==> src/rtl/muldiv_pkg.sv <==
// muldiv_pkg: shared definitions for the iterative RV64M multiply/divide unit.
//   - FSM state encoding (IDLE/BUSY/DONE)
//   - RV64M funct3 encodings for the M-extension instructions
//   - operand sign-flag encodings
//   - iteration count and counter width
//   - helpers for 32-bit (*W) operand extension and result sign extension
package muldiv_pkg;

   typedef enum logic [1:0] {
      ST_IDLE = 2'd0,
      ST_BUSY = 2'd1,
      ST_DONE = 2'd2
   } muldiv_state_e;

   localparam logic [2:0] funct3_mul    = 3'b000;
   localparam logic [2:0] funct3_mulh   = 3'b001;
   localparam logic [2:0] funct3_mulhsu = 3'b010;
   localparam logic [2:0] funct3_mulhu  = 3'b011;
   localparam logic [2:0] funct3_div    = 3'b100;
   localparam logic [2:0] funct3_divu   = 3'b101;
   localparam logic [2:0] funct3_rem    = 3'b110;
   localparam logic [2:0] funct3_remu   = 3'b111;

   localparam logic MULDIV_SIGN   = 1'b1;
   localparam logic MULDIV_UNSIGN = 1'b0;

   localparam int MULDIV_ITER  = 64;
   localparam int MULDIV_CNT_W = 6;

   // Sign-extend the low word of a 64-bit value.
   function automatic logic [63:0] sext32(input logic [63:0] v);
      return {{32{v[31]}}, v[31:0]};
   endfunction

   // Extend the low word of an operand according to its sign flag.
   function automatic logic [63:0] word_ext(input logic [63:0] v, input logic sign);
      if (sign == MULDIV_UNSIGN) begin
         return {32'h0, v[31:0]};
      end
      return {{32{v[31]}}, v[31:0]};
   endfunction

endpackage

==> src/rtl/muldiv_neg.sv <==
// muldiv_neg: conditional two's-complement negation.
// Ports:
//   en  - 1 = output the two's complement of a, 0 = pass a through
//   a   - input value (WIDTH bits)
//   y   - result (WIDTH bits)
module muldiv_neg #(
   parameter int WIDTH = 64
) (
   input  logic             en,
   input  logic [WIDTH-1:0] a,
   output logic [WIDTH-1:0] y
);

   always_comb begin
      y = a;
      if (en) begin
         y = ~a + WIDTH'(1);
      end
   end

endmodule

==> src/rtl/muldiv.sv <==
// muldiv: iterative 64-bit RV64M multiply/divide unit behind the execute stage.
// Multiply is a 64-step unsigned shift-add on operand magnitudes (LSB first);
// divide is a 64-step restoring division (MSB first). Signs are applied to the
// finished magnitude result. Divide-by-zero and signed overflow complete
// directly from IDLE without iterating.
// Ports:
//   clk, rst                  - clock, asynchronous active-low reset
//   muldiv_req_valid_i        - request held while the instruction is in execute
//   muldiv_rs1/rs2_data_i     - forwarded operands
//   muldiv_rs1/rs2_sign_i     - 1 = operand is signed
//   funct3_i                  - M-extension funct3 (bit 2 selects divide)
//   word_i                    - *W variant
//   flush_i                   - pipeline flush, aborts any operation
//   muldiv_result_l_o/_h_o    - product low/high or quotient/remainder
//   muldiv_result_valid_o     - one-cycle completion pulse
//   muldiv_stall_o            - holds the pipeline while a request is in flight
module muldiv
   import muldiv_pkg::*;
#(
   parameter int XLEN = 64
) (
   input  logic            clk,
   input  logic            rst,
   input  logic            muldiv_req_valid_i,
   input  logic [XLEN-1:0] muldiv_rs1_data_i,
   input  logic [XLEN-1:0] muldiv_rs2_data_i,
   input  logic            muldiv_rs1_sign_i,
   input  logic            muldiv_rs2_sign_i,
   input  logic [2:0]      funct3_i,
   input  logic            word_i,
   input  logic            flush_i,
   output logic [XLEN-1:0] muldiv_result_l_o,
   output logic [XLEN-1:0] muldiv_result_h_o,
   output logic            muldiv_result_valid_o,
   output logic            muldiv_stall_o
);

   localparam logic [MULDIV_CNT_W-1:0] CNT_LAST = MULDIV_CNT_W'(MULDIV_ITER - 1);

   muldiv_state_e state, state_nx;
   logic [MULDIV_CNT_W-1:0] count;

   // Operand preparation (combinational, used while IDLE)
   logic [XLEN-1:0] rs1_ext, rs2_ext, rs1_mag, rs2_mag, most_neg;
   logic            rs1_neg, rs2_neg, req_is_div;
   logic            div_by_zero, div_ovf, special;
   logic [XLEN-1:0] spec_q, spec_r;

   // Latched operation context
   logic [XLEN-1:0] acc_hi, acc_lo, opb;
   logic            neg_res, neg_rem, op_div, op_word;

   // One iteration step and result fix-up
   logic [XLEN:0]     mul_sum, div_shift, div_diff;
   logic [XLEN-1:0]   acc_hi_nx, acc_lo_nx;
   logic [2*XLEN-1:0] prod_fix;
   logic [XLEN-1:0]   quot_fix, rem_fix, fin_l, fin_h;

   logic accept, finish;

   always_comb begin
      rs1_ext    = word_i ? word_ext(muldiv_rs1_data_i, muldiv_rs1_sign_i) : muldiv_rs1_data_i;
      rs2_ext    = word_i ? word_ext(muldiv_rs2_data_i, muldiv_rs2_sign_i) : muldiv_rs2_data_i;
      rs1_neg    = (muldiv_rs1_sign_i == MULDIV_SIGN) & rs1_ext[XLEN-1];
      rs2_neg    = (muldiv_rs2_sign_i == MULDIV_SIGN) & rs2_ext[XLEN-1];
      req_is_div = funct3_i inside {funct3_div, funct3_divu, funct3_rem, funct3_remu};
      // Most-negative dividend as seen after *W sign extension.
      most_neg   = word_i ? 64'hFFFF_FFFF_8000_0000 : 64'h8000_0000_0000_0000;
      div_by_zero = req_is_div & (rs2_ext == '0);
      div_ovf     = req_is_div & muldiv_rs1_sign_i & muldiv_rs2_sign_i
                    & (rs1_ext == most_neg) & (&rs2_ext);
      special     = div_by_zero | div_ovf;
      spec_q      = div_by_zero ? '1 : rs1_ext;
      spec_r      = div_by_zero ? rs1_ext : '0;
      if (word_i) begin
         spec_q = sext32(spec_q);
         spec_r = sext32(spec_r);
      end
   end

   muldiv_neg #(.WIDTH(XLEN)) u_rs1_mag (.en(rs1_neg), .a(rs1_ext), .y(rs1_mag));
   muldiv_neg #(.WIDTH(XLEN)) u_rs2_mag (.en(rs2_neg), .a(rs2_ext), .y(rs2_mag));

   // Shared accumulator pair: for multiply {acc_hi,acc_lo} is the partial
   // product with the multiplier shifting out of acc_lo; for divide acc_hi is
   // the partial remainder and acc_lo shifts dividend bits out / quotient in.
   always_comb begin
      mul_sum   = {1'b0, acc_hi} + (acc_lo[0] ? {1'b0, opb} : '0);
      div_shift = {acc_hi, acc_lo[XLEN-1]};
      // The partial remainder is always below the divisor, so a non-borrowing
      // difference fits in XLEN bits.
      div_diff  = div_shift - {1'b0, opb};
      if (op_div) begin
         if (!div_diff[XLEN]) begin
            acc_hi_nx = div_diff[XLEN-1:0];
            acc_lo_nx = {acc_lo[XLEN-2:0], 1'b1};
         end else begin
            acc_hi_nx = div_shift[XLEN-1:0];
            acc_lo_nx = {acc_lo[XLEN-2:0], 1'b0};
         end
      end else begin
         acc_hi_nx = mul_sum[XLEN:1];
         acc_lo_nx = {mul_sum[0], acc_lo[XLEN-1:1]};
      end
   end

   // Sign fix-up is applied to the final step's output so the result is
   // ready on the edge that enters DONE.
   muldiv_neg #(.WIDTH(2*XLEN)) u_prod_fix (.en(neg_res), .a({acc_hi_nx, acc_lo_nx}), .y(prod_fix));
   muldiv_neg #(.WIDTH(XLEN))   u_quot_fix (.en(neg_res), .a(acc_lo_nx), .y(quot_fix));
   muldiv_neg #(.WIDTH(XLEN))   u_rem_fix  (.en(neg_rem), .a(acc_hi_nx), .y(rem_fix));

   always_comb begin
      if (op_div) begin
         fin_l = op_word ? sext32(quot_fix) : quot_fix;
         fin_h = op_word ? sext32(rem_fix)  : rem_fix;
      end else begin
         fin_l = op_word ? sext32(prod_fix[XLEN-1:0]) : prod_fix[XLEN-1:0];
         fin_h = op_word ? '0 : prod_fix[2*XLEN-1:XLEN];
      end
   end

   // Next-state and handshake outputs
   always_comb begin
      state_nx = state;
      unique case (state)
         ST_IDLE: if (muldiv_req_valid_i) state_nx = special ? ST_DONE : ST_BUSY;
         ST_BUSY: if (count == CNT_LAST) state_nx = ST_DONE;
         ST_DONE: state_nx = ST_IDLE;
         default: state_nx = ST_IDLE;
      endcase
      if (flush_i) begin
         state_nx = ST_IDLE;
      end
      accept                = (state == ST_IDLE) & muldiv_req_valid_i & ~flush_i;
      finish                = (state == ST_BUSY) & (count == CNT_LAST) & ~flush_i;
      muldiv_result_valid_o = (state == ST_DONE) & ~flush_i;
      muldiv_stall_o        = muldiv_req_valid_i & ~muldiv_result_valid_o;
   end

   // Control and architectural result registers
   always_ff @(posedge clk or negedge rst) begin
      if (!rst) begin
         state             <= ST_IDLE;
         count             <= '0;
         muldiv_result_l_o <= '0;
         muldiv_result_h_o <= '0;
      end else begin
         state <= state_nx;
         if (flush_i || state != ST_BUSY) begin
            count <= '0;
         end else begin
            count <= count + MULDIV_CNT_W'(1);
         end
         if (accept && special) begin
            muldiv_result_l_o <= spec_q;
            muldiv_result_h_o <= spec_r;
         end else if (finish) begin
            muldiv_result_l_o <= fin_l;
            muldiv_result_h_o <= fin_h;
         end
      end
   end

   // Datapath registers; only meaningful while BUSY, so no reset needed
   always_ff @(posedge clk) begin
      if (accept) begin
         acc_hi  <= '0;
         acc_lo  <= rs1_mag;
         opb     <= rs2_mag;
         neg_res <= rs1_neg ^ rs2_neg;
         neg_rem <= rs1_neg;
         op_div  <= req_is_div;
         op_word <= word_i;
      end else if (state == ST_BUSY) begin
         acc_hi <= acc_hi_nx;
         acc_lo <= acc_lo_nx;
      end
   end

endmodule

==> config.mk <==
export PLATFORM = sky130hd
export DESIGN_NAME = muldiv
export DESIGN_NICKNAME = d
export VERILOG_FILES = /design/src/rtl/muldiv_pkg.sv /design/src/rtl/muldiv_neg.sv /design/src/rtl/muldiv.sv
export SDC_FILE = /design/constraint.sdc
export NUM_CORES = 2
export LEC_CHECK = 0
export BUFFER_PORTS_ARGS = -buffer_cell sky130_fd_sc_hd__buf_2
export CAP_MARGIN = 20
export CORE_MARGIN = 4
export CORE_UTILIZATION = 40
export DETAILED_ROUTE_END_ITERATION = 10
export PLACE_DENSITY = 0.69
export SETUP_SLACK_MARGIN = 0.5
export SYNTH_ARGS = -nofsm -noshare
export SYNTH_HDL_FRONTEND = slang
export SYNTH_SLANG_ARGS = --single-unit
==> constraint.sdc <==
create_clock -name clk -period 6.5 [get_ports clk]
set_input_delay 0.65 -clock clk [delete_from_list [all_inputs] [get_ports clk]]
set_output_delay 0.65 -clock clk [all_outputs]
set_load 0.03 [all_outputs]
# After elaboration in Yosys (flattened, before gate mapping)
# Cells that the tools add are included.
# W data, S select, Z words.
[word_totals] reg_bits=332 output_inout_bits=130
[op_classes] add_sub_neg=8 eq_ne=11 n_mux=37 n_bitwise=22 reduce_logical=9
[op_table] op="$mux W64" n=28
[op_table] op="$add A64 B1 Y64 const B" n=4
[op_table] op="$not A64 Y64" n=4
[op_table] op="$add A128 B1 Y128 const B" n=1
[op_table] op="$mux W128" n=1
[op_table] op="$not A128 Y128" n=1
[op_table] op="$add A64 B64 Y65" n=1
[op_table] op="$sub A65 B64 Y65" n=1
[op_table] op="$eq A64 B64 Y1" n=1
[op_table] op="$logic_not A64 Y1" n=1
[op_table] op="$reduce_and A64 Y1" n=1
[op_table] op="$mux W63" n=1
[op_table] op="$and A1 B1 Y1" n=13
[op_table] op="$eq A3 B3 Y1 const B" n=4
[op_table] op="$mux W2" n=4
[op_table] op="$add A6 B1 Y6 const B" n=1
[op_table] op="$eq A6 B6 Y1 const B" n=1
[op_table] op="$mux W6" n=1
[op_table] op="$ne A3 B3 Y1 const B" n=2
[op_table] op="$pmux W2 S2" n=1
[op_table] op="$reduce_bool A2 Y1" n=2
[op_table] op="$reduce_bool A4 Y1" n=1
[op_table] op="$eq A2 B1 Y1 const B" n=1
[op_table] op="$eq A2 B2 Y1 const B" n=1
[op_table] op="9 further kinds" n=10

# Logic depth before layout (Yosys ltp)
[logic_depth] ltp_word=11 mapped_depth=28

# By module
# Synthesis repeated with hierarchy kept, for this count alone.
[hier_totals] hier_cells=4623 area_unflattened_um2=35818.1
[by_module_without_submodules] mod="muldiv" n_inst=1 cells_per_inst=3279 area_each_um2=25916.1 seq_area_each_um2=8648.3
[by_module_without_submodules] mod="muldiv_neg at u_quot_fix ..." n_inst=4 cells_per_inst=206 area_each_um2=1649.1 seq_area_each_um2=0.0
[by_module_without_submodules] mod="muldiv_neg at u_prod_fix" n_inst=1 cells_per_inst=520 area_each_um2=3305.7 seq_area_each_um2=0.0

# Least setup slack after synthesis
# OpenSTA, ideal clock, no wires.
[synth_path] path_type="flip-flop to flip-flop" startpoint="register opb[39]" endpoint="register muldiv_result_h_o[60]" setup_time_ps=77 t_arrival_ps=6105 t_required_ps=6423 path_slack_ps=318 stages_incl_launch_ff=28 n_path_buf=7 synth_period_minus_slack_ps=6182 path_cell_list="edfxtp_1 -> inv_1 -> ha_1 -> buf_6 -> a21oi_2 -> o21ai_2 -> a21o_1 -> a221oi_2 -> nor2_1 -> or3_4 -> o211ai_4 -> buf_6 -> buf_6 -> buf_6 -> buf_2 -> buf_1 -> o21ai_0 -> mux2i_1 -> ha_1 -> nand3_2 -> or4_4 -> or4_1 -> buf_2 -> or2_4 -> o41ai_2 -> xor2_1 -> a21o_1 -> a21oi_1"
[synth_via] elab_chain_cells=10
[synth_rtl] element="from (decl)" line_no="muldiv.sv:50" rtl="logic [XLEN-1:0] acc_hi, acc_lo, opb;"
[synth_rtl] element="from (signal assigned)" line_no="muldiv.sv:170" rtl="opb <= rs2_mag;"
[synth_rtl] element="$sub A65 B64 Y65 or $mux W64 (tied branches)" line_no="muldiv.sv:92, muldiv.sv:88"
[synth_rtl] element="$mux W1 (tied with other cells)" line_no="muldiv.sv:94" rtl="if (!div_diff[XLEN]) begin"
[synth_rtl] element="$mux W64" line_no="muldiv.sv:93" rtl="if (op_div) begin"
[synth_rtl] element="$not A128 Y128 or $not A64 Y64 (tied branches)" line_no="muldiv_neg.sv:17" rtl="y = ~a + WIDTH'(1);"
[synth_rtl] element="$add A128 B1 Y128 or $add A64 B1 Y64 (tied branches)" line_no="muldiv_neg.sv:17"
[synth_rtl] element="$mux W128 or $mux W64 (tied branches)" line_no="muldiv_neg.sv:16" rtl="if (en) begin"
[synth_rtl] element="$mux W64 (on tied branches)" line_no="muldiv.sv:119, muldiv.sv:116"
[synth_rtl] element="$mux W64 *" line_no="muldiv.sv:114" rtl="if (op_div) begin"
[synth_rtl] element="$mux W64 *" line_no="muldiv.sv:158" rtl="end else if (finish) begin"
[synth_rtl] element="$mux W64 *" line_no="muldiv.sv:155" rtl="if (accept && special) begin"
[synth_rtl] element="to (signal assigned)" line_no="muldiv.sv:157" rtl="muldiv_result_h_o <= spec_r;"
[synth_rtl] element="to (signal assigned)" line_no="muldiv.sv:160" rtl="muldiv_result_h_o <= fin_h;"
[synth_rtl] element="to (decl)" line_no="muldiv.sv:33" rtl="output logic [XLEN-1:0] muldiv_result_h_o,"
# Mark *: on every way between the ends. The rest lies on a longest branch, timed or not. The select of a mux whose other input is x is not followed.
# A chain may end at the register's enable or synchronous reset.

# Final worst setup path
[layout_path] startpoint="register acc_lo[0]" endpoint="register muldiv_result_h_o[56]"
[layout_via] elab_chain_cells=10
[layout_rtl] element="from (decl)" line_no="muldiv.sv:50"
[layout_rtl] element="from (signal assigned)" line_no="muldiv.sv:169" rtl="acc_lo <= rs1_mag;"
[layout_rtl] element="from (signal assigned)" line_no="muldiv.sv:177" rtl="acc_lo <= acc_lo_nx;"
[layout_rtl] element="$mux W64" line_no="muldiv.sv:88" rtl="mul_sum = {1'b0, acc_hi} + (acc_lo[0] ? {1'b0, opb} : '0);"
[layout_rtl] element="$add A64 B64 Y65" line_no="muldiv.sv:88"
[layout_rtl] element="$mux W64" line_no="muldiv.sv:93"
[layout_rtl] element="$not A128 Y128 or $not A64 Y64 (tied branches)" line_no="muldiv_neg.sv:17"
[layout_rtl] element="$add A128 B1 Y128 or $add A64 B1 Y64 (tied branches)" line_no="muldiv_neg.sv:17"
[layout_rtl] element="$mux W128 or $mux W64 (tied branches)" line_no="muldiv_neg.sv:16"
[layout_rtl] element="$mux W64 (on tied branches)" line_no="muldiv.sv:119, muldiv.sv:116"
[layout_rtl] element="$mux W64 *" line_no="muldiv.sv:114"
[layout_rtl] element="$mux W64 *" line_no="muldiv.sv:158"
[layout_rtl] element="$mux W64 *" line_no="muldiv.sv:155"
# Marked as above.

==> results.yml <==
outcome:
  outcome: "finished, final reports clean"
yosys:
  netlist_instances: 4362
  async_flop_share: 0.4096
  ys_types: 117
  ys_seq_area_frac: 0.2614
  synth_flop_cell: "dfrtp_1"
  synth_area_um2: 33080
  synth.avg_cell_area_um2: 7.584
  yosys_warnings: 0
  synth_edf_count: 132
  synth_area_leaders: "edfxtp_1, dfrtp_1, a21oi_1"
  ys_ff_latch: 332
  yosys.area.top_type_share: 0.1198
  syn_nets: 4636
  yosysTopAreaCell: "edfxtp_1"
floorplan:
  die_h_um: 295.6
  initial_utilization: 0.4035
  ios: 268
  std_cell_rows: 105
  coreArea_um2: 81980
  die_area_um2: 87370
  die_w_um: 295.6
drt:
  vias: 36950
  drc: 0
  vias_per_cell: 6.401
  routedWlPerCell_um: 25.91
  drtIter0Drc: 4931
  ant_nets: 0
  drtPass1Iterations: 6
  wl_um: 149500
finish:
  multi_input_area_um2: 23200
  area.growth.synth_to_final_pct: 16.54
  layout-drive-gt1-share: 0.1611
  ff_latch_area_um2: 8648
  final_cell_mix: "nand2_1, nor2_1, a21oi_1, o21ai_0, buf_2"
  nNetsFinal: 4935
  final.fill_count: 8276
  final_core_util: 0.4703
  final_common_cell: "nand2_1"
  fin_area_um2: 38550
clocking:
  hold_buffers: 0
  ctsLongestPathBuffers: 3
  clkTransAtPathRegs_ns: 0.07
  cts_inserted_buffers: 41
  cts_tree: "built"
  insertion_delay_ns: 0.59
  cts_sinks: 332
  h-tree-depth: 2
  cts_root_buffer: "clkbuf_16"
critical_path:
  startpoint_type: "flop"
  crit_arrival_ns: 6.44
  critPathCaptureType: "flop"
  cp.required_ns: 6.97
  r2r-end: "muldiv_result_h_o[56]"
  crit_slowest_cell: "a211oi_1"
  crit_chain: "buf_12, and2_1, ha_1, fa_1, a21o_1, a221oi_2, o31ai_1, and4_1, a211oi_1, o21ai_0, xor2_1, nor2_1, a21oi_1, nand2b_1, nor2_1, nand4_1, o41ai_2, buf_4, xnor2_1, a221oi_1, buf_4, nor3_1"
  r2r_slack_ns: 0.53
  critical_path_class: "reg -> reg"
  max_stage_delay_ns: 0.51
  startpoint: "acc_lo[0]"
  critPathMaxFanout: 23
  r2r_cells: 22
  r2r_start: "acc_lo[0]"
placed_design:
  routabilityCongestion: 1.028
  placed_area_um2: 36640
  io_buffers: 265
  dp_slack_ns: 0.08371
  dp_hpwl_um: 118100
power_and_ir_drop:
  p_leak_nw: 15.94
  pwr_density_cell_nw_per_um2: 396.6
  ir_worst_vdd_mv: 0.3031
sta:
  finClkSkew_ns: 0.02472
  post-route-period-util: 0.9189
  tns_ns: 0
  slew_headroom: 0.2744
  fmax_mhz: 167.4
  hold_violations: 0
  rsz0062_at_grt: "true"
  max_slew.worst_pin.slew_ns: 1.079
  fin_crit_ns: 5.973
  finalSetupViolCount: 0
  finalMaxSlewViolations: 0
  worst_slack_ns: 0.5273
  whs_ns: 0.1043
grt:
  grtUsageTotal: 0.3257
  grt_start_max_net_pins: 170
  grt_pass1_wl_um: 217400
  overflow: 0
  grt_pass1_vias: 33880
  antenna_found_initial: 14
worst_hold_path:
  hold_class: "in -> async"
job:
  cap_viol_max_count: 0
per-layer routing:
metal  global-route usage  vias to the layer above  share of wire
met5                    0                        -        0.00051
met4               0.1095                       10          0.041
met3              0.07121                      329           0.11
met2               0.4946                     2197           0.43
met1               0.4594                    17740           0.42
li1                     -                    16670              -
kinds of logic after synthesis:
group | after synthesis | synth area share
simple gates | 1669 | 0.2466
buf+inv | 394 | 0.04758
fa+ha+maj | 136 | 0.05189
mux | 108 | 0.03370
compound gates | 1373 | 0.2661
flops | 332 | 0.2614
xor+xnor | 350 | 0.09267
sequential cells by signal, indices dropped and copies added, names as in the netlist:
| signal | cells |
|---|---|
| neg_rem | 1 |
| acc_hi | 64 |
| op_word | 1 |
| count | 6 |
| muldiv_result_l_o | 64 |
| state | 2 |
| op_div | 1 |
| neg_res | 1 |
| acc_lo | 64 |
| opb | 64 |
| muldiv_result_h_o | 64 |
layout make-up:
class	instances	share of cell area
inverter	134	0.01311
timing repair buffer	516	0.08688
clock inverter	22	0.008925
clock buffer	53	0.02966
multi-input combinational	3636	0.6018
antenna	9	0.0005842
sequential	332	0.2243
tap	1070	0.03473
how the worst max path moves through the flow:
stage	endpoint
after CTS	muldiv_result_h_o[58]
after detailed placement	muldiv_result_h_o[51]
after floorplan	muldiv_result_h_o[60]
final	muldiv_result_h_o[56]
after global placement	muldiv_result_h_o[51]
after global routing	muldiv_result_h_o[59]
critical path, delay by kind of cell (launching register included):
family	cells	cell delay, ns
simple gates	7	1.43
xor+xnor	2	0.32
compound gates	8	2.52
flops	1	0.41
fa+ha+maj	2	0.60
buf+inv	3	0.54
report_power, final:
| part | internal [W] | switching (W) | leakage [nW] |
|---|---|---|---|
| combinational | 0.00361 | 0.00613 | 11.5 |
| clock | 0.00157 | 0.00104 | 0.722 |
| sequential | 0.00250 | 0.000443 | 3.68 |
cells in the mapped netlist, drive strengths merged, types with 17 or more instances:
master / n
a221oi: 34
or2: 34
nor3b: 17
o21bai: 28
nor2b: 28
or3: 63
nand2b: 32
o21a: 32
o22ai: 29
or4: 27
o21ai: 371
a311oi: 20
nand4: 99
a31oi: 43
edfxtp: 132
o41ai: 17
o31ai: 61
o211ai: 31
a211oi: 57
a21oi: 417
dfxtp: 64
xor2: 156
nand2: 457
buf: 69
nor4: 45
ha: 134
xnor2: 194
nor3: 127
and2: 94
nor2: 442
mux2i: 87
and3: 26
nand3: 124
a2111oi: 19
inv: 133
a22o: 30
mux2: 21
a21o: 65
clkbuf: 191
dfrtp: 136
what timing repair did:
action,4_1_cts,5_1_grt
endpoints found under the setup margin,7,44
pin swaps,5,15
cloned,0,1
gates resized for setup,8,57
buffers inserted,2,9
metrics by stage:
step / power [W] / std cells
after detailed placement: 0.01215 / 5675
after CTS: 0.01480 / 5752
final: 0.01529 / 5772
after floorplan: 0.008895 / 4362
after global routing: 0.01601 / 5769
after global placement: 0.01210 / 5674
Note: power is estimated with default switching activity, not from simulation.
